**src/rtl/cafeteira_uc.sv**
```systemverilog
// cafeteira_uc -- control unit (Moore FSM) of the coffee maker.
// Waits for an order on the serial link, checks the water level and the cup,
// then runs pump -> boiler -> valve and reports done or an error code.
// Optional feature: define CAFETEIRA_UC_XICARA_RETRY_EN to re-arm the cup
// sensor up to N_TENTATIVAS-1 times before declaring "no cup".
module cafeteira_uc #(
  parameter int N_TENTATIVAS = 3
) (
  input  logic       clock,
  input  logic       reset,
  input  logic       limpa_erro,
  // datapath status
  input  logic       pronto_serial,
  input  logic       pronto_sensor_agua,
  input  logic       suficiente,
  input  logic       timeout_agua,
  input  logic       pronto_sensor_xicara,
  input  logic       tem_xicara,
  input  logic       timeout_xicara,
  input  logic       fim_bomba,
  input  logic       timeout_ebulidor,
  input  logic       fim_valvula,
  // datapath clears
  output logic       zera_serial,
  output logic       zera_sensor_agua,
  output logic       zera_timeout_agua,
  output logic       zera_sensor_xicara,
  output logic       zera_timeout_xicara,
  output logic       zera_bomba,
  output logic       zera_valvula,
  output logic       zera_timeout_ebulidor,
  // datapath strobes / counter enables
  output logic       medir_agua,
  output logic       conta_timeout_agua,
  output logic       verifica_xicara,
  output logic       conta_timeout_xicara,
  output logic       conta_bomba,
  output logic       conta_timeout_ebulidor,
  output logic       conta_valvula,
  // actuator enables
  output logic       liga_bomba,
  output logic       liga_ebulidor,
  output logic       abre_valvula,
  // status
  output logic       pronto,
  output logic       erro,
  output logic [1:0] erro_codigo,
  output logic [3:0] db_estado
);

  typedef enum logic [3:0] {
    INICIAL         = 4'h0,
    ESPERA_PEDIDO   = 4'h1,
    PREPARA         = 4'h2,
    MEDE_AGUA       = 4'h3,
    ESPERA_AGUA     = 4'h4,
    VERIFICA_XICARA = 4'h5,
    ESPERA_XICARA   = 4'h6,
    REARMA_XICARA   = 4'h7,
    BOMBEIA         = 4'h8,
    AQUECE          = 4'h9,
    SERVE           = 4'hA,
    FIM             = 4'hB,
    ERRO            = 4'hF
  } estado_t;

  localparam logic [1:0] COD_NENHUM      = 2'b00;
  localparam logic [1:0] COD_AGUA_BAIXA  = 2'b01;
  localparam logic [1:0] COD_AGUA_TMO    = 2'b10;
  localparam logic [1:0] COD_SEM_XICARA  = 2'b11;

  // Last attempt index that may still re-arm the cup sensor.
  localparam logic [3:0] LIMITE_TENTATIVAS = 4'(N_TENTATIVAS - 1);

  estado_t    estado, prox_estado;
  logic [1:0] codigo_q, codigo_d;
  logic       xicara_ok, xicara_falha, pode_rearmar;

  // Cup sensor result: a valid reading wins over a simultaneous timeout.
  assign xicara_ok    = pronto_sensor_xicara & tem_xicara;
  assign xicara_falha = (pronto_sensor_xicara & ~tem_xicara) | (timeout_xicara & ~pronto_sensor_xicara);

`ifdef CAFETEIRA_UC_XICARA_RETRY_EN
  logic [3:0] tentativas_q;

  // Attempt counter: cleared per order, +1 per re-arm, saturating at 15.
  always_ff @(posedge clock or posedge reset) begin
    if (reset) begin
      tentativas_q <= '0;
    end else if (estado == PREPARA) begin
      tentativas_q <= '0;
    end else if (estado == REARMA_XICARA && tentativas_q != 4'hF) begin
      tentativas_q <= tentativas_q + 4'd1;
    end
  end

  assign pode_rearmar = (tentativas_q < LIMITE_TENTATIVAS);
`else
  // Without retries the attempt limit has no effect.
  logic unused_cfg;
  assign unused_cfg   = ^LIMITE_TENTATIVAS;
  assign pode_rearmar = 1'b0;
`endif

  // State register and error-code register.
  // NOTE: sequential state uses non-blocking assignments so every register
  // samples pre-edge values regardless of process evaluation order.
  always_ff @(posedge clock or posedge reset) begin
    if (reset) begin
      estado   <= INICIAL;
      codigo_q <= COD_NENHUM;
    end else begin
      estado   <= prox_estado;
      codigo_q <= codigo_d;
    end
  end

  // Next-state logic; also chooses the error code loaded when entering ERRO.
  // NOTE: every variable gets a default at the top of the always_comb so no
  // path leaves it unassigned, which would otherwise infer a latch.
  always_comb begin
    prox_estado = estado;
    codigo_d    = COD_NENHUM;
    case (estado)
      INICIAL:       prox_estado = ESPERA_PEDIDO;
      ESPERA_PEDIDO: if (pronto_serial) prox_estado = PREPARA;
      PREPARA:       prox_estado = MEDE_AGUA;
      MEDE_AGUA:     prox_estado = ESPERA_AGUA;
      ESPERA_AGUA: begin
        if (pronto_sensor_agua) begin
          if (suficiente) begin
            prox_estado = VERIFICA_XICARA;
          end else begin
            prox_estado = ERRO;
            codigo_d    = COD_AGUA_BAIXA;
          end
        end else if (timeout_agua) begin
          prox_estado = ERRO;
          codigo_d    = COD_AGUA_TMO;
        end
      end
      VERIFICA_XICARA: prox_estado = ESPERA_XICARA;
      ESPERA_XICARA: begin
        if (xicara_ok) begin
          prox_estado = BOMBEIA;
        end else if (xicara_falha) begin
          if (pode_rearmar) begin
            prox_estado = REARMA_XICARA;
          end else begin
            prox_estado = ERRO;
            codigo_d    = COD_SEM_XICARA;
          end
        end
      end
      REARMA_XICARA: prox_estado = VERIFICA_XICARA;
      BOMBEIA:       if (fim_bomba) prox_estado = AQUECE;
      AQUECE:        if (timeout_ebulidor) prox_estado = SERVE;
      SERVE:         if (fim_valvula) prox_estado = FIM;
      FIM:           prox_estado = INICIAL;
      ERRO: begin
        if (limpa_erro) begin
          prox_estado = INICIAL;
        end else begin
          codigo_d = codigo_q;
        end
      end
      default:       prox_estado = INICIAL;
    endcase
  end

  // Moore output decode from the registered state only.
  always_comb begin
    zera_serial            = 1'b0;
    zera_sensor_agua       = 1'b0;
    zera_timeout_agua      = 1'b0;
    zera_sensor_xicara     = 1'b0;
    zera_timeout_xicara    = 1'b0;
    zera_bomba             = 1'b0;
    zera_valvula           = 1'b0;
    zera_timeout_ebulidor  = 1'b0;
    medir_agua             = 1'b0;
    conta_timeout_agua     = 1'b0;
    verifica_xicara        = 1'b0;
    conta_timeout_xicara   = 1'b0;
    conta_bomba            = 1'b0;
    conta_timeout_ebulidor = 1'b0;
    conta_valvula          = 1'b0;
    liga_bomba             = 1'b0;
    liga_ebulidor          = 1'b0;
    abre_valvula           = 1'b0;
    pronto                 = 1'b0;
    erro                   = 1'b0;
    case (estado)
      INICIAL: zera_serial = 1'b1;
      PREPARA: begin
        zera_sensor_agua      = 1'b1;
        zera_timeout_agua     = 1'b1;
        zera_sensor_xicara    = 1'b1;
        zera_timeout_xicara   = 1'b1;
        zera_bomba            = 1'b1;
        zera_valvula          = 1'b1;
        zera_timeout_ebulidor = 1'b1;
      end
      MEDE_AGUA: begin
        medir_agua         = 1'b1;
        conta_timeout_agua = 1'b1;
      end
      ESPERA_AGUA: conta_timeout_agua = 1'b1;
      VERIFICA_XICARA: begin
        verifica_xicara      = 1'b1;
        conta_timeout_xicara = 1'b1;
      end
      ESPERA_XICARA: conta_timeout_xicara = 1'b1;
      REARMA_XICARA: begin
        zera_timeout_xicara = 1'b1;
        zera_sensor_xicara  = 1'b1;
      end
      BOMBEIA: begin
        liga_bomba  = 1'b1;
        conta_bomba = 1'b1;
      end
      AQUECE: begin
        liga_ebulidor          = 1'b1;
        conta_timeout_ebulidor = 1'b1;
      end
      SERVE: begin
        abre_valvula  = 1'b1;
        conta_valvula = 1'b1;
      end
      FIM:  pronto = 1'b1;
      ERRO: erro   = 1'b1;
      default: ;
    endcase
  end

  // The code register is only non-zero while in ERRO.
  assign erro_codigo = codigo_q;
  assign db_estado   = estado;

endmodule

```
**config.mk**
```make
export PLATFORM = sky130hd
export DESIGN_NAME = cafeteira_uc
export DESIGN_NICKNAME = d
export VERILOG_FILES = /design/src/rtl/cafeteira_uc.sv
export SDC_FILE = /design/constraint.sdc
export NUM_CORES = 1
export LEC_CHECK = 0
export BUFFER_PORTS_ARGS = -buffer_cell sky130_fd_sc_hd__buf_2
export CELL_PAD_IN_SITES_DETAIL_PLACEMENT = 1
export CELL_PAD_IN_SITES_GLOBAL_PLACEMENT = 1
export CORE_MARGIN = 2
export CORE_UTILIZATION = 28
export DETAILED_ROUTE_END_ITERATION = 7
export HOLD_SLACK_MARGIN = 0.15
export PLACE_DENSITY_LB_ADDON = 0.1
export RECOVER_POWER = 25
export SLEW_MARGIN = 20
export SYNTH_ARGS = -nofsm -noshare
export SYNTH_HDL_FRONTEND = slang
export SYNTH_SLANG_ARGS = --single-unit
export TNS_END_PERCENT = 10
```
**constraint.sdc**
```tcl
create_clock -name clock -period 2.55 [get_ports clock]
set_clock_uncertainty 0.2 [all_clocks]
set_input_delay 0.765 -clock clock [delete_from_list [all_inputs] [get_ports clock]]
set_output_delay 0.765 -clock clock [all_outputs]
set_load 0.1 [all_outputs]
```
# Yosys cells after proc, flatten, opt, wreduce, memory -nomap -nowiden
# Index checks and enable logic that the tools add are counted.
[classes]
eq_ne = 19
muxes = 30
n_bitwise = 6
n_reduce_logical = 5
[ops]
columns = ["cell", "n"]
rows = [
  ["case mux 4 bit (12 select lines)", 1],
  ["two-way mux 4 bit", 10],
  ["== test 4 bit, second input constant", 5],
  ["== test 4 x 3 -> 1 bit, second input constant", 4],
  ["two-way mux 1 bit", 13],
  ["two-way mux 2 bit", 5],
  ["!= test 2 bit, second input constant", 5],
  ["== test 4 x 2 -> 1 bit, second input constant", 2],
  ["AND reduction 7 bit", 1],
  ["!= test 3 bit, second input constant", 2],
  ["case mux 2 bit (3 select lines)", 1],
  ["OR reduction 2 bit", 3],
  ["== test 4 x 1 -> 1 bit, second input constant", 1],
  ["zero test 4 bit", 1],
  ["bitwise AND 1 bit", 3],
  ["inverter 1 bit", 2],
  ["bitwise OR 1 bit", 1],
]
[word_totals]
ff_bits = 6
inputBits = 13
out_inout_bits = 26
elab_cells = 62

# Longest topological paths before layout
[depth]
word_depth = 6
ltp_mapped = 6
depth_no_buf = 4

# Worst setup path before layout
# No wires, ideal clock.
[synth_timing]
kind = "reg-to-output"
startpoint = "register estado[0], in the netlist db_estado[0]"
endpoint = "output zera_timeout_xicara"
arrival_time_ps = 4358
required_ps = 1585
path_slack_ps = -2773
stages_incl_launch_ff = 6
n_path_buf = 3
cell_sequence = "dfrtp_1 -> buf_6 -> clkbuf_1 -> xor2_1 -> nor3b_1 -> buf_4"
[synth_between]
elab_chain_len = 3
word_cells_on_any_way = 4
classes_between = "2 x eq/ne; 1 x mux; 1 x reduce/logical"
[synth_lines]
columns = ["element", "line", "text"]
rows = [
  ["from (decl)", "75", "estado_t estado, prox_estado;"],
  ["from (signal assigned)", "113", "estado <= prox_estado;"],
  ["== test 4 x 3 -> 1 bit / == test 4 x 2 -> 1 bit (equally long branches)", "--", ""],
  ["OR reduction 2 bit (no line) *", "--", ""],
  ["two-way mux 1 bit *", "--", ""],
  ["to (decl)", "28", "output logic zera_timeout_xicara,"],
]
# Every way passes the cells marked *; elsewhere a longest branch is shown, timed or not.

# Final worst setup path
[layout_timing]
startpoint = "register estado[2], in the netlist db_estado[2]"
endpoint = "output liga_ebulidor"
[layout_between]
elab_chain_len = 2
[layout_lines]
columns = ["element", "line", "text"]
rows = [
  ["== test 4 bit", "193", "case (estado)"],
  ["two-way mux 1 bit", "193", ""],
  ["to (decl)", "42", "output logic liga_ebulidor,"],
]
# Every way passes these cells.

==> summary.md <==
| Metric | Value |
|---|---|
| Reg2reg setup slack | `about 0.53 ns` |
| Post-Syn Nets | `95` |
| Placed cell count | `between 100 and 150` |
| Number of diodes | `0` |
| Clk buf depth | `2` |
| Layout Nets | `approximately 150` |
| # IOs | `39` |
| Cell count after synthesis | `between 80 and 90` |
| Crit Path Max Fanout | `11` |
| Max Cap Viol | `0` |
| RSZ-0062 raised after global routing | `true` |
| Total track usage | `0.177` |
| Fraction of registers with async set/reset | `1.00` |
| Syn-to-layout area delta | `122%` |
| Most common cell after layout, fill and taps aside | `buf_12` |
| Final Max Slew Viols | `0` |
| RR Startpoint | `db_estado[0]$_DFFE_PP0P_` |
| Worst slew pin tran | `around 0.49 ns` |
| Vias/cell | `5.11` |
| Ys flop type | `dfrtp_1` |
| Syn Area/Cell | `just under 8 um^2` |
| Wire per inst | `17.9 um` |
| Final ANT Viol Nets | `0` |
| Final worst-path cycle share | `0.991` |
| Required time worst endpoint | `roughly 1.6 ns` |
| Full die area | `between 2000 and 3000 um^2` |
| Area leader, netlist | `dfrtp_1` |
| IO Port Bufs | `38` |
| Slew HR | `0.674` |
| Worst-path clk slew | `0.06 ns` |
| TritonRoute pass-1 iters | `4` |
| Worst EP arrival | `around 1.6 ns` |
| Min-delay worst type | `primary input to async pin` |
| Site row count | `17` |
| Residual DRC | `0` |
| Synth warn | `0` |
| DP HPWL | `roughly 1.7 mm` |
| CTS tree | `yes` |
| Min Tclk post-route | `~2.5 ns` |
| Worst setup margin | `0.0217 ns` |
| Flop and latch count out of synthesis | `6` |
| Clock root buffer | `clkbuf_4` |
| Core box area | `2190 um^2` |
| Worst slack, placed | `0.220 ns` |
| Maximum clock rate | `about 400 MHz` |
| Crit start category | `flop` |
| CP endpoint kind | `output port` |
| Die width | `between 50 and 60 um` |
| Number of synthesized flops with an enable pin | `0` |
| Netlist cell types | `36` |
| Multi-input logic area | `about 500 um^2` |
| Crit path kind | `flop to output port` |
| Final WL | `2.86 mm` |
| FILL cells | `roughly 230` |
| GR Overflow Total | `0` |
| Synth top area cells | `dfrtp_1 23%, buf_4 12%, a21oi_1 6.2%` |
| Routability-driven placement congestion ratio | `between 0.7 and 0.8` |
| Die H | `about 52 um` |
| Initial antenna violation count | `0` |
| Final Hold Fails | `0` |
| Final setup vio count | `0` |
| Sequential fraction of the synthesis area | `0.234` |
| First-pass GRT wire length | `around 3.5 mm` |
| Total number of vias | `between 800 and 900` |
| Cell area after synthesis | `approximately 640 um^2` |
| Drt first-iter violations | `6` |
| Share of cells above drive strength 1 | `0.659` |
| Reg2reg path depth | `6` |
| Fin Hold WS | `0.222 ns` |
| Reg-to-reg endpoint | `db_estado[0]$_DFFE_PP0P_` |
| Top-area cell type share of the netlist area | `0.234` |
| Initial Util | `0.293` |
| CTS buffer count | `3` |
| CTS sink cnt | `6` |
| Htree depth | `1` |
| Number of global-route vias before repair | `between 700 and 800` |
| Layout Cells excl Fill | `160` |
| Worst skew pair latency | `about 0.26 ns` |
| Pin count of the biggest net entering global routing | `19` |
| Status | `completed` |
| Reg area | `163 um^2` |
| Most frequent cells in the layout | `22 x buf_12, 18 x buf_2, 18 x buf_4` |
[through the flow]
stage | setup TNS, ns | area (um^2) | util
floorplan | -9.23 | 860 | -
global placement | 0 | 1230 | 0.560
detailed placement | 0 | 1230 | 0.560
CTS | 0 | 1290 | 0.589
global route | -0.524 | 1420 | 0.650
finish | 0 | 1420 | 0.650
[how the worst max path moves through the flow]
stage,from,end,slack [ns],depth (start not counted)
after floorplan,db_estado[0]$_DFFE_PP0P_,zera_timeout_xicara,-0.74,5
after global placement,db_estado[0]$_DFFE_PP0P_,zera_bomba,0.24,4
after detailed placement,db_estado[0]$_DFFE_PP0P_,zera_bomba,0.22,4
after CTS,db_estado[3]$_DFFE_PP0P_,verifica_xicara,0.01,3
after global routing,db_estado[2]$_DFFE_PP0P_,conta_timeout_ebulidor,-0.06,4
final,db_estado[2]$_DFFE_PP0P_,liga_ebulidor,0.02,4
[logic make-up after synthesis]
family	after synthesis	synth area share
simple gates	37	0.349
compound gates	20	0.214
buf+inv	17	0.173
flops	6	0.234
xor+xnor	1	0.0136
mux	1	0.0156
[cell usage after synthesis (2+ instances only)]
master	instances
nor4b_1	2
dfrtp_1	6
inv_1	3
or2_2	2
buf_4	10
nor3_1	6
nand2_1	3
nand2b_1	5
a21oi_1	8
buf_2	2
nand3b_1	3
nor2_1	7
o31ai_1	2
[critical path, cell delays in order, from the launching register on]
cell and delay, ns:
dfrtp_2 0.51, nand2b_1 0.24, buf_4 0.20, nor2_4 0.17, buf_12 0.19
[final cells by class]
| class | count | area share |
|---|---|---|
| flip-flops and latches | 6 | 0.114 |
| inverters | 3 | 0.00791 |
| well taps | 28 | 0.0246 |
| repair buffers | 60 | 0.483 |
| multi-input cells | 59 | 0.351 |
| clock buffers | 4 | 0.0185 |
[state kept, by name, summed over array words and instances (netlist names)]
| name | cells |
|---|---|
| db_estado | 4 |
| erro_codigo | 2 |
[per-layer routing]
metal  share of wire  global-route usage  wire length, um  vias to the layer above
met5               0                   0                0                        -
met4               0              0.0351                0                        0
met3           0.036              0.0632              104                        0
met2            0.56               0.304             1610                       27
met1            0.40               0.211             1150                      405
li1                -                   -                -                      385
[what timing repair did]
item / CTS / global route
gates cloned: 0 / 0
hold buffers: 0 / 0
buffers inserted: 5 / 13
pin swaps: 0 / 4
setup endpoints to repair: 8 / 17
gates resized for setup: 0 / 7
Power is not shown: default switching activity piles up to over one toggle a cycle in this logic, so the estimate is an artifact.
